--- config.mk ---
export PLATFORM = sky130hd
export DESIGN_NAME = branch_predictor
export DESIGN_NICKNAME = d
export VERILOG_FILES = /design/src/rtl/branch_predictor.sv
export SDC_FILE = /design/constraint.sdc
export NUM_CORES = 1
export LEC_CHECK = 0
export ABC_AREA = 1
export BUFFER_PORTS_ARGS = -buffer_cell sky130_fd_sc_hd__buf_2
export CAP_MARGIN = 20
export CORE_MARGIN = 2
export CORE_UTILIZATION = 51
export DETAILED_ROUTE_END_ITERATION = 8
export GPL_TIMING_DRIVEN = 0
export PLACE_DENSITY = 0.77
export SLEW_MARGIN = 20
export SYNTH_ARGS = -nofsm -noshare
export SYNTH_HDL_FRONTEND = slang
export SYNTH_SLANG_ARGS = --single-unit
--- constraint.sdc ---
create_clock -name clk -period 3 [get_ports clk]
set_input_delay 0.6 -clock clk [delete_from_list [all_inputs] [get_ports clk]]
set_output_delay 0.6 -clock clk [all_outputs]
set_load 0.03 [all_outputs]
--- src/rtl/branch_predictor.sv ---
// Bimodal branch predictor: a table of 2-bit saturating counters indexed by PC,
// plus misprediction pulse, flush request and resolved-branch statistics.
module branch_predictor #(
    parameter int unsigned ENTRIES      = 16,
    parameter int unsigned FLUSH_CYCLES = 2
) (
    input  logic        clk,
    input  logic        rst,
    input  logic [31:0] fetch_pc,
    output logic        pred_taken,
    input  logic        upd_valid,
    input  logic [31:0] upd_pc,
    input  logic        upd_taken,
    input  logic        upd_pred,
    output logic        mispredict,
    output logic        flush,
    output logic [15:0] branch_cnt,
    output logic [15:0] miss_cnt
);

    localparam int unsigned IDX_W = $clog2(ENTRIES);
    localparam int unsigned FC_W  = 3;
    localparam logic [15:0] CNT_MAX = 16'hFFFF;

    logic [1:0]       ctr_q [ENTRIES];
    logic [IDX_W-1:0] fetch_idx;
    logic [IDX_W-1:0] upd_idx;
    logic             miss_c;
    logic [FC_W-1:0]  flush_cnt_q;
    logic [FC_W-1:0]  flush_cnt_d;

    // Untagged table: only the index bits of either PC matter.
    logic unused_pc_bits;
    assign unused_pc_bits = ^{fetch_pc[31:IDX_W+2], fetch_pc[1:0],
                              upd_pc[31:IDX_W+2], upd_pc[1:0]};

    assign fetch_idx  = fetch_pc[IDX_W+1:2];
    assign upd_idx    = upd_pc[IDX_W+1:2];
    assign pred_taken = ctr_q[fetch_idx][1];
    assign miss_c     = upd_valid & (upd_taken ^ upd_pred);

    // Counter table; the write lands on the edge closing the update cycle.
    always_ff @(posedge clk or posedge rst) begin
        if (rst) begin
            for (int i = 0; i < int'(ENTRIES); i++) begin
                ctr_q[i] <= 2'b01;
            end
        end else if (upd_valid) begin
            if (upd_taken && ctr_q[upd_idx] != 2'b11) begin
                ctr_q[upd_idx] <= 2'(ctr_q[upd_idx] + 2'd1);
            end else if (!upd_taken && ctr_q[upd_idx] != 2'b00) begin
                ctr_q[upd_idx] <= 2'(ctr_q[upd_idx] - 2'd1);
            end
        end
    end

    // A new misprediction reloads the flush window, so back-to-back misses never gap.
    always_comb begin
        flush_cnt_d = flush_cnt_q;
        if (miss_c) begin
            flush_cnt_d = FC_W'(FLUSH_CYCLES);
        end else if (flush_cnt_q != '0) begin
            flush_cnt_d = FC_W'(flush_cnt_q - FC_W'(1));
        end
    end

    always_ff @(posedge clk or posedge rst) begin
        if (rst) begin
            flush_cnt_q <= '0;
            flush       <= 1'b0;
            mispredict  <= 1'b0;
        end else begin
            flush_cnt_q <= flush_cnt_d;
            flush       <= (flush_cnt_d != '0);
            mispredict  <= miss_c;
        end
    end

    // Saturating statistics; misses only advance alongside a branch.
    always_ff @(posedge clk or posedge rst) begin
        if (rst) begin
            branch_cnt <= '0;
            miss_cnt   <= '0;
        end else if (upd_valid) begin
            if (branch_cnt != CNT_MAX) begin
                branch_cnt <= 16'(branch_cnt + 16'd1);
            end
            if (miss_c && miss_cnt != CNT_MAX) begin
                miss_cnt <= 16'(miss_cnt + 16'd1);
            end
        end
    end

endmodule
## Word level (Yosys, flattened, before mapping)

Index checks and enable logic that the tools add are counted.

| storage, ports and cells | value |
|---|---|
| bits in read-only memories | 0 |
| word-level logic and storage cells | 62 |
| bits in latches | 0 |
| memories kept | 0 |
| memory bits (writable) | 0 |
| bits in registers | 69 |
| output and inout port bits | 35 |

| cells by class | value |
|---|---|
| equal/unequal tests | 3 |
| muxes and demuxes | 14 |
| $add $sub $neg | 5 |
| reduce and logical (&&, ||, !) cells | 12 |
| bitwise operators | 4 |
| multipliers | 0 |
| magnitude comparators | 3 |
| shifts and indexed selects | 0 |
| divide/modulo/power cells | 0 |

Operator list:

| kind | number |
|---|---|
| 32-bit bitwise mux | 2 |
| 32-bit two-way mux | 2 |
| 16-bit by 1-bit adder with 16-bit output, second input constant | 2 |
| 16-bit inequality test, second input constant | 2 |
| 2-bit binary-select mux with 4-bit select | 2 |
| 5-bit greater-or-equal comparator, second input constant | 2 |
| 2-bit two-way mux | 5 |
| 4-bit inverter with 5-bit output | 2 |
| 2-bit demux with 4-bit select | 1 |
| 3-bit two-way mux | 2 |
| 2-bit AND reduction | 3 |
| 3-bit nonzero test | 2 |
| 5-bit by 1-bit less-than comparator with 1-bit output, second input constant | 1 |
| 1-bit logical AND | 4 |
| 2-bit nonzero test | 2 |
| 3-bit by 1-bit subtractor with 3-bit output, second input constant | 1 |
| 2-bit by 1-bit adder with 2-bit output, second input constant | 1 |
| 2-bit inequality test, second input constant | 1 |
| 2-bit by 1-bit subtractor with 2-bit output, second input constant | 1 |
| 1-bit bitwise AND | 1 |
| 1-bit logical NOT | 1 |
| 1-bit XOR | 1 |

## Longest topological paths before layout

Gate-level depths: netlist of run 1.

| logic depth | value |
|---|---|
| depth in word-level cells | 8 |
| mapped depth | 19 |
| depth with buffers taken out | 18 |

## Least setup slack after synthesis of run 1

OpenSTA, ideal clock, no wires.

| path | value |
|---|---|
| path type | input to register |
| start | input upd_pc[2] |
| end | register ctr_q[3] in the netlist's numbering |
| required time | 2.868 ns |
| buffers on the path | 3 |
| setup slack | 0.413 ns |
| data arrival time | 2.455 ns |
| stages | 18 |
| path through | buf_2 nand2_1 nand2_1 nand2_1 nand2_1 nand2_1 nand2_1 nor2_4 buf_4 inv_1 ha_1 inv_1 nand2_1 xnor2_1 inv_1 clkbuf_1 nand2_1 o21ai_0 |

| between the ends | value |
|---|---|
| word-level cells in the longest chain between the ends | 8 |
| elaborated cells between the ends (all ways) | 21 |
| those cells by class | add/sub: 2; order compare: 2; eq/ne: 1; mux: 9; bitwise: 1; reduce/logical: 6 |

Ends and longest elaborated chain:

| element | RTL line | RTL |
|---|---|---|
| start: declaration | 12 | `input logic [31:0] upd_pc,` |
| 4-bit inverter with 5-bit output (implied by the code) (*) | - |  |
| 2-bit binary-select mux with 4-bit select (tied with other cells) | - |  |
| 2-bit two-way mux (implied by the code) or 1-bit logical AND (tied branches) | - |  |
| 2-bit two-way mux (on tied branches) | - |  |
| 2-bit by 1-bit subtractor with 2-bit output (tied with other cells) | 52 | `ctr_q[upd_idx] <= 2'(ctr_q[upd_idx] - 2'd1);` |
| 32-bit bitwise mux (tied with other cells) | 52 |  |
| 32-bit two-way mux or 2-bit nonzero test (tied branches) | - |  |
| 32-bit two-way mux or 2-bit AND reduction (tied branches) | - |  |
| end signal: indexed assignment | 50 | `ctr_q[upd_idx] <= 2'(ctr_q[upd_idx] + 2'd1);` |
| end signal: indexed assignment | 52 |  |
| end: declaration | 25 | `logic [1:0] ctr_q [ENTRIES];` |

Every way passes the cells marked *; elsewhere a longest branch is shown, timed or not. The select of a mux whose other input is x is not followed.
A chain may end at the register's enable or synchronous reset.

## Worst setup path in the final report of run 1

| path | value |
|---|---|
| start | input upd_pc[2] |
| end | register ctr_q[11] in the netlist's numbering |

Same word-level chain as after synthesis.

==> results of run 1 <==
==> power by group through the flow <==
stage	combinational [uW]	sequential [uW]	clock (uW)
finish	1040	1420	884
global route	1170	1460	941
floorplan	637	1540	0
global placement	991	1420	0
detailed placement	1030	1440	0
CTS	1040	1420	895
==> final timing paths <==
kind | end | slack, ps | cells past startpoint | startpoint
max | ctr_q[11] | 220 | 19 | upd_pc[2]
min | miss_cnt[13] | 220 | 2 | rst
max reg2reg | ctr_q[19] | 350 | 15 | flop
min reg2reg | flop | 480 | 2 | flop
max in group asynchronous | async pin | 2170 | 3 | rst
min in group clk | flop | 480 | 2 | flop
==> worst max-delay path: stages <==
cell and delay [ps]:
buf_2 110, buf_2 190, nand2_1 100, nand2_1 70, nand2_1 60, nand2_1 50
nand2_1 50, nand2_1 90, nor2_4 220, buf_4 230, inv_1 50, ha_1 180
inv_1 50, nand2_1 90, xnor2_2 260, inv_1 120, clkbuf_1 250, nand2_1 130
o21ai_0 100
==> layout make-up <==
| class | count | area (um2) | share of cell area, % |
|---|---|---|---|
| clock buffers | 10 | 137.6 | 2.955 |
| flip-flops and latches | 69 | 1747 | 37.51 |
| well taps | 102 | 127.6 | 2.740 |
| inverters | 58 | 222.7 | 4.782 |
| multi-input cells | 428 | 1998 | 42.91 |
| clock inverters | 6 | 93.84 | 2.015 |
| repair buffers | 45 | 240.2 | 5.159 |
| plain buffers | 14 | 90.09 | 1.934 |
==> cell families (layout without fill, tap and decap cells) <==
family | after synthesis | after routing | share of synthesized area, %
XOR/XNOR | 22 | 22 | 4.763
multiplexers | 1 | 1 | 0.2475
AND/OR/NAND/NOR | 331 | 331 | 33.37
buffers and inverters | 72 | 133 | 7.671
flip-flops | 69 | 69 | 43.18
AO/OA/AOI/OAI | 68 | 68 | 8.908
adder cells (fa/ha/maj) | 6 | 6 | 1.856
==> per-stage QoR <==
step	power, uW	cell area, um2	setup TNS (ps)	util (%)
5_1_grt	3570	4657	0	60.58
4_1_cts	3351	4647	0	60.45
3_3_place_gp	2414	4393	-9685	57.15
3_5_place_dp	2464	4415	-2764	57.44
6_report	3341	4657	0	60.58
2_1_floorplan	2176	4045	0	-
==> layer usage <==
layer  track usage, %  routed length (um)  up-vias
met2            38.47                4465       96
met4            7.721                 179        0
met5                0                   0        -
li1                 -                   -     1906
met3            4.915                 483       13
met1            28.88                4272     1732
==> cell usage after synthesis (all sizes together) (4+ instances only) <==
cell type | instances | area (um2)
o22ai | 4 | 25.02
nor3 | 9 | 45.04
buf | 9 | 71.31
clkbuf | 5 | 18.77
nand2 | 234 | 888.4
nand3 | 25 | 130.1
o21ai | 50 | 250.2
ha | 6 | 75.07
o211ai | 4 | 30.03
a21oi | 8 | 40.04
nor2 | 54 | 227.7
nand4 | 6 | 37.54
inv | 58 | 220.2
dfstp | 16 | 420.4
dfrtp | 53 | 1326
xnor2 | 12 | 105.1
xor2 | 10 | 87.58
==> flow_metrics.tcl, run 1 <==
set metrics [dict create \
    drt_iter0_markers 203 \
    areaGrowthSynthToFinish_pct 15.13 \
    syn_area_per_cell_um2 7.109 \
    start_util_pct 52.62 \
    first_pass_iters 5 \
    drtAntennaViolNets 0 \
    clock_sinks 69 \
    vias_per_cell 5.119 \
    hpwl_um 6772 \
    final_common_cell "nand2_1" \
    gp_congestion 0.9004 \
    synth_cell_types 31 \
    timing_worst_setup_path_type "primary input to flop" \
    final_cell_count_no_fill 732 \
    hold_violations 0 \
    cts_buffer_depth 2 \
    status "finished, final reports clean" \
    skew_ps 7.189 \
    cp_data_required_time_ps 3220 \
    pin_count 104 \
    p_sw_uw 1255 \
    place.port_buffers 44 \
    coreArea_um2 7687 \
    maxSlewHeadroom_pct 68.39 \
    switching_share_pct 37.58 \
    grt_usage_pct 22.71 \
    numCtsBuffers 9 \
    synth_edf_count 0 \
    setup_ws_ps 222.7 \
    post-cts-setup-buffer-count 0 \
    dp_slack_ps -198.7 \
    cts_tree "yes" \
    die_h_um 93.06 \
    rows 32 \
    drt-wirelength-per-cell_um 12.84 \
    power_frac_comb_pct 31.1 \
    fmax_mhz 360.1 \
    p_leak_uw 0.002307 \
    period_minus_slack_ps 2777 \
    fin_nets 700 \
    grt_max_degree 44 \
    dieArea_um2 8660 \
    hold_ws_ps 222.4 \
    layout_common_cells "232 x nand2_1, 53 x dfrtp_1, 52 x inv_1" \
    nFillCells 719 \
    peakVddDrop_mv 0.4075 \
    htreeDepth 3 \
    internal_power_uw 2085 \
    seqPwrFrac_pct 42.4 \
    worst-slew-pin-transition_ps 472.4 \
    worstPathArrival_ps 2990 \
    postSynthCellCount 569 \
    holdBufCountCts 0 \
    slew_violations 0 \
    drc 0 \
    layout-drive-gt1-share_pct 16.19 \
    vias 3747 \
    cts_resized 0 \
    yosys_most_used_dff "dfrtp_1" \
    clk_pin_slew_worst_paths_ps 80 \
    crit_fanout 10 \
    die_w_um 93.06 \
    antenna_found_initial 0 \
    synth_seq_cells 69 \
    yosysWarnings 0 \
    cap_violations 0 \
    root_buffer "clkbuf_8" \
    syn-num-nets 644 \
    drt-total-wl_um 9400 \
    placedCellCount 716 \
    clkPwrFrac_pct 26.4 \
    crit_path_end_kind "flop" \
    clkLatencyLatePin_ps 350 \
    setup_viol 0 \
    power_density_nw_per_um2 717.4 \
    finalCritPeriodShare_pct 92.58 \
    syn_area_um2 4045 \
    async_flop_share_pct 100.0 \
    grt_remaining_overflow 0 \
    grt_pass1_vias 3421 \
    grt_pass1_wl_um 15570 \
    rsz0062_at_grt "false" \
    min_path_type "primary input to async pin" \
    seq_area_frac_synth_pct 43.18 \
    diodes 0 \
    critPathLaunchType "primary input" \
]
Note: power is estimated with default switching activity, not from simulation.
==> run 2, diff against run 1 <==
--- a/config.mk
+++ b/config.mk
@@ -8,11 +8,14 @@
 export ABC_AREA = 1
 export BUFFER_PORTS_ARGS = -buffer_cell sky130_fd_sc_hd__buf_2
 export CAP_MARGIN = 20
+export CELL_PAD_IN_SITES_DETAIL_PLACEMENT = 1
+export CELL_PAD_IN_SITES_GLOBAL_PLACEMENT = 2
 export CORE_MARGIN = 2
-export CORE_UTILIZATION = 51
+export CORE_UTILIZATION = 30
+export CTS_BUF_LIST = sky130_fd_sc_hd__clkbuf_2
 export DETAILED_ROUTE_END_ITERATION = 8
 export GPL_TIMING_DRIVEN = 0
-export PLACE_DENSITY = 0.77
+export PLACE_DENSITY_LB_ADDON = 0.1
 export SLEW_MARGIN = 20
 export SYNTH_ARGS = -nofsm -noshare
 export SYNTH_HDL_FRONTEND = slang
==> flow_metrics.tcl, run 2 (synthesis gave the netlist of run 1 again) <==
set metrics [dict create \
    status "finished, final reports clean" \
    grt_pass1_vias 4136 \
    areaGrowthSynthToFinish_pct 15.37 \
    post-route-util_pct 35.38 \
    layout_common_cells "232 x nand2_1, 53 x dfrtp_1, 52 x inv_1" \
    skew_ps 17.12 \
    crit_buf_inv 2 \
    diodes 0 \
    drc 0 \
    grt_remaining_overflow 0 \
    critPathLaunchType "flop" \
    clk_pin_slew_worst_paths_ps 220 \
    layout-drive-gt1-share_pct 16.32 \
    pin_count 104 \
    hold_violations 0 \
    fmax_mhz 370.4 \
    hpwl_um 9042 \
    drt-wirelength-per-cell_um 15.02 \
    drtAntennaViolNets 0 \
    peakVddDrop_mv 0.3099 \
    period_minus_slack_ps 2700 \
    vias_per_cell 4.686 \
    cpPeakStageDelay_ps 580 \
    finalCritPeriodShare_pct 90.00 \
    crit_fanout 10 \
    rsz0062_at_grt "false" \
    setup_ws_ps 300.1 \
    die_w_um 120.1 \
    power_density_nw_per_um2 673.0 \
    fin_nets 701 \
    crit_path_top_delay_cell "dfstp_2" \
    clkLatencyLatePin_ps 570 \
    crit_top_cell "nand2_1" \
    p_leak_uw 0.002279 \
    cts_buffer_depth 2 \
    dieArea_um2 14430 \
    grt_max_degree 40 \
    placed_cell_area_um2 4508 \
    cap_violations 0 \
    final_area_um2 4667 \
    grt_pass1_wl_um 20680 \
    final_common_cell "nand2_1" \
    root_buffer "clkbuf_2" \
    drt-total-wl_um 12130 \
    path_depth 15 \
    regArea_um2 1747 \
    start_util_pct 30.67 \
    grt-busiest-layer "met2" \
    crit_path_cell_trace "nand2_1, nand2_1, nand2_1, nand2_1, nand2_1, nand2_1, nor2_4, buf_4, ha_1, or2_2, nand2_1, nand2_1, clkbuf_2, nor2_1, o21ai_0" \
    grtUsageMet2_pct 31.18 \
    slew_violations 0 \
    rows 42 \
    antenna_found_initial 0 \
    timing_worst_setup_path_type "flop to flop" \
    ff2ff_path_depth 15 \
    reg2reg_to "ctr_q[11]" \
    first_pass_iters 4 \
    use_met3_pct 3.232 \
    grt_usage_pct 18.31 \
    vias 3782 \
    worstPathArrival_ps 3170 \
    drt_iter0_markers 117 \
    cp-endpoint "ctr_q[11]" \
    coreArea_um2 13190 \
    die_h_um 120.1 \
    maxSlewHeadroom_pct 61.63 \
    numCtsBuffers 9 \
    cp_data_required_time_ps 3470 \
    gp_congestion 0.7632 \
    min_path_type "primary input to flop" \
    cts_tree "yes" \
    worst-slew-pin-transition_ps 573.4 \
    nFillCells 1679 \
    clock_sinks 69 \
    multi_input_area_um2 2001 \
    htreeDepth 3 \
    dp_slack_ps -483.4 \
    setup_viol 0 \
    crit_path_end_kind "flop" \
    met1_usage_pct 23.09 \
    place.port_buffers 44 \
    critPathTopFamily "simple AND/OR/NAND/NOR gates" \
    r2r_slack_ps 300 \
]
-- run 2: cell count changes in the layout (fill, tap and decap cells not counted), sizes merged --
cell / before / now
clkbuf: 15 / 14
clkinv: 1 / 4
inv: 60 / 58
dlygate4sd3: 0 / 1
-- run 2: repair_timing --
item,CTS,global route
endpoints found under the setup margin,0,16
hold endpoints to repair,30,0
gates resized for setup,0,5
buffers inserted,0,0
hold buffers,1,0
-- run 2: area by class of cell --
type,instances,area share [%]
Buffer,14,1.957
Clock buffer,9,0.9651
Clock inverter,7,1.930
Inverter,58,4.772
Multi-Input combinational cell,428,42.87
Sequential cell,69,37.43
Tap cell,176,4.718
Timing Repair Buffer,46,5.362
-- run 2: where the power goes --
| group | leakage, uW | internal (uW) | switching [uW] | total [uW] |
|---|---|---|---|---|
| registers | 0.000842 | 1230 | 196 | 1420 |
| clock network | 0.0000793 | 271 | 380 | 652 |
| logic | 0.00136 | 357 | 708 | 1070 |
| total | 0.00228 | 1860 | 1280 | 3140 |
-- run 2: tightest hold or removal path, cell delays in order --
cell,delay (ps)
buf_2,90
nand2_1,50
nand2_1,70
nor2_2,80
-- run 2: through the flow --
step,hold slack (ps),setup TNS [ps],total power (uW),std cells
after floorplan,447.1,0,2176,569
after global placement,461.5,-34720,2470,789
after detailed placement,468.4,-9832,2521,790
after CTS,297.7,0,3187,807
after global routing,320.7,0,3404,807
final,351.4,0,3141,807
-- run 2: per-layer routing --
| metal | vias up | part of all wire (%) |
|---|---|---|
| li1 | 1899 | - |
| met1 | 1822 | 46 |
| met2 | 46 | 49 |
| met3 | 15 | 2.7 |
| met4 | 0 | 1.8 |
| met5 | - | 0 |
-- run 2: worst min-delay path by stage --
| stage | startpoint | endpoint | depth (start not counted) |
|---|---|---|---|
| floorplan | flop | flop | 2 |
| global placement | flop | flop | 2 |
| detailed placement | flop | flop | 2 |
| CTS | upd_pred | mispredict | 4 |
| global route | upd_pred | mispredict | 4 |
| finish | upd_pred | mispredict | 4 |
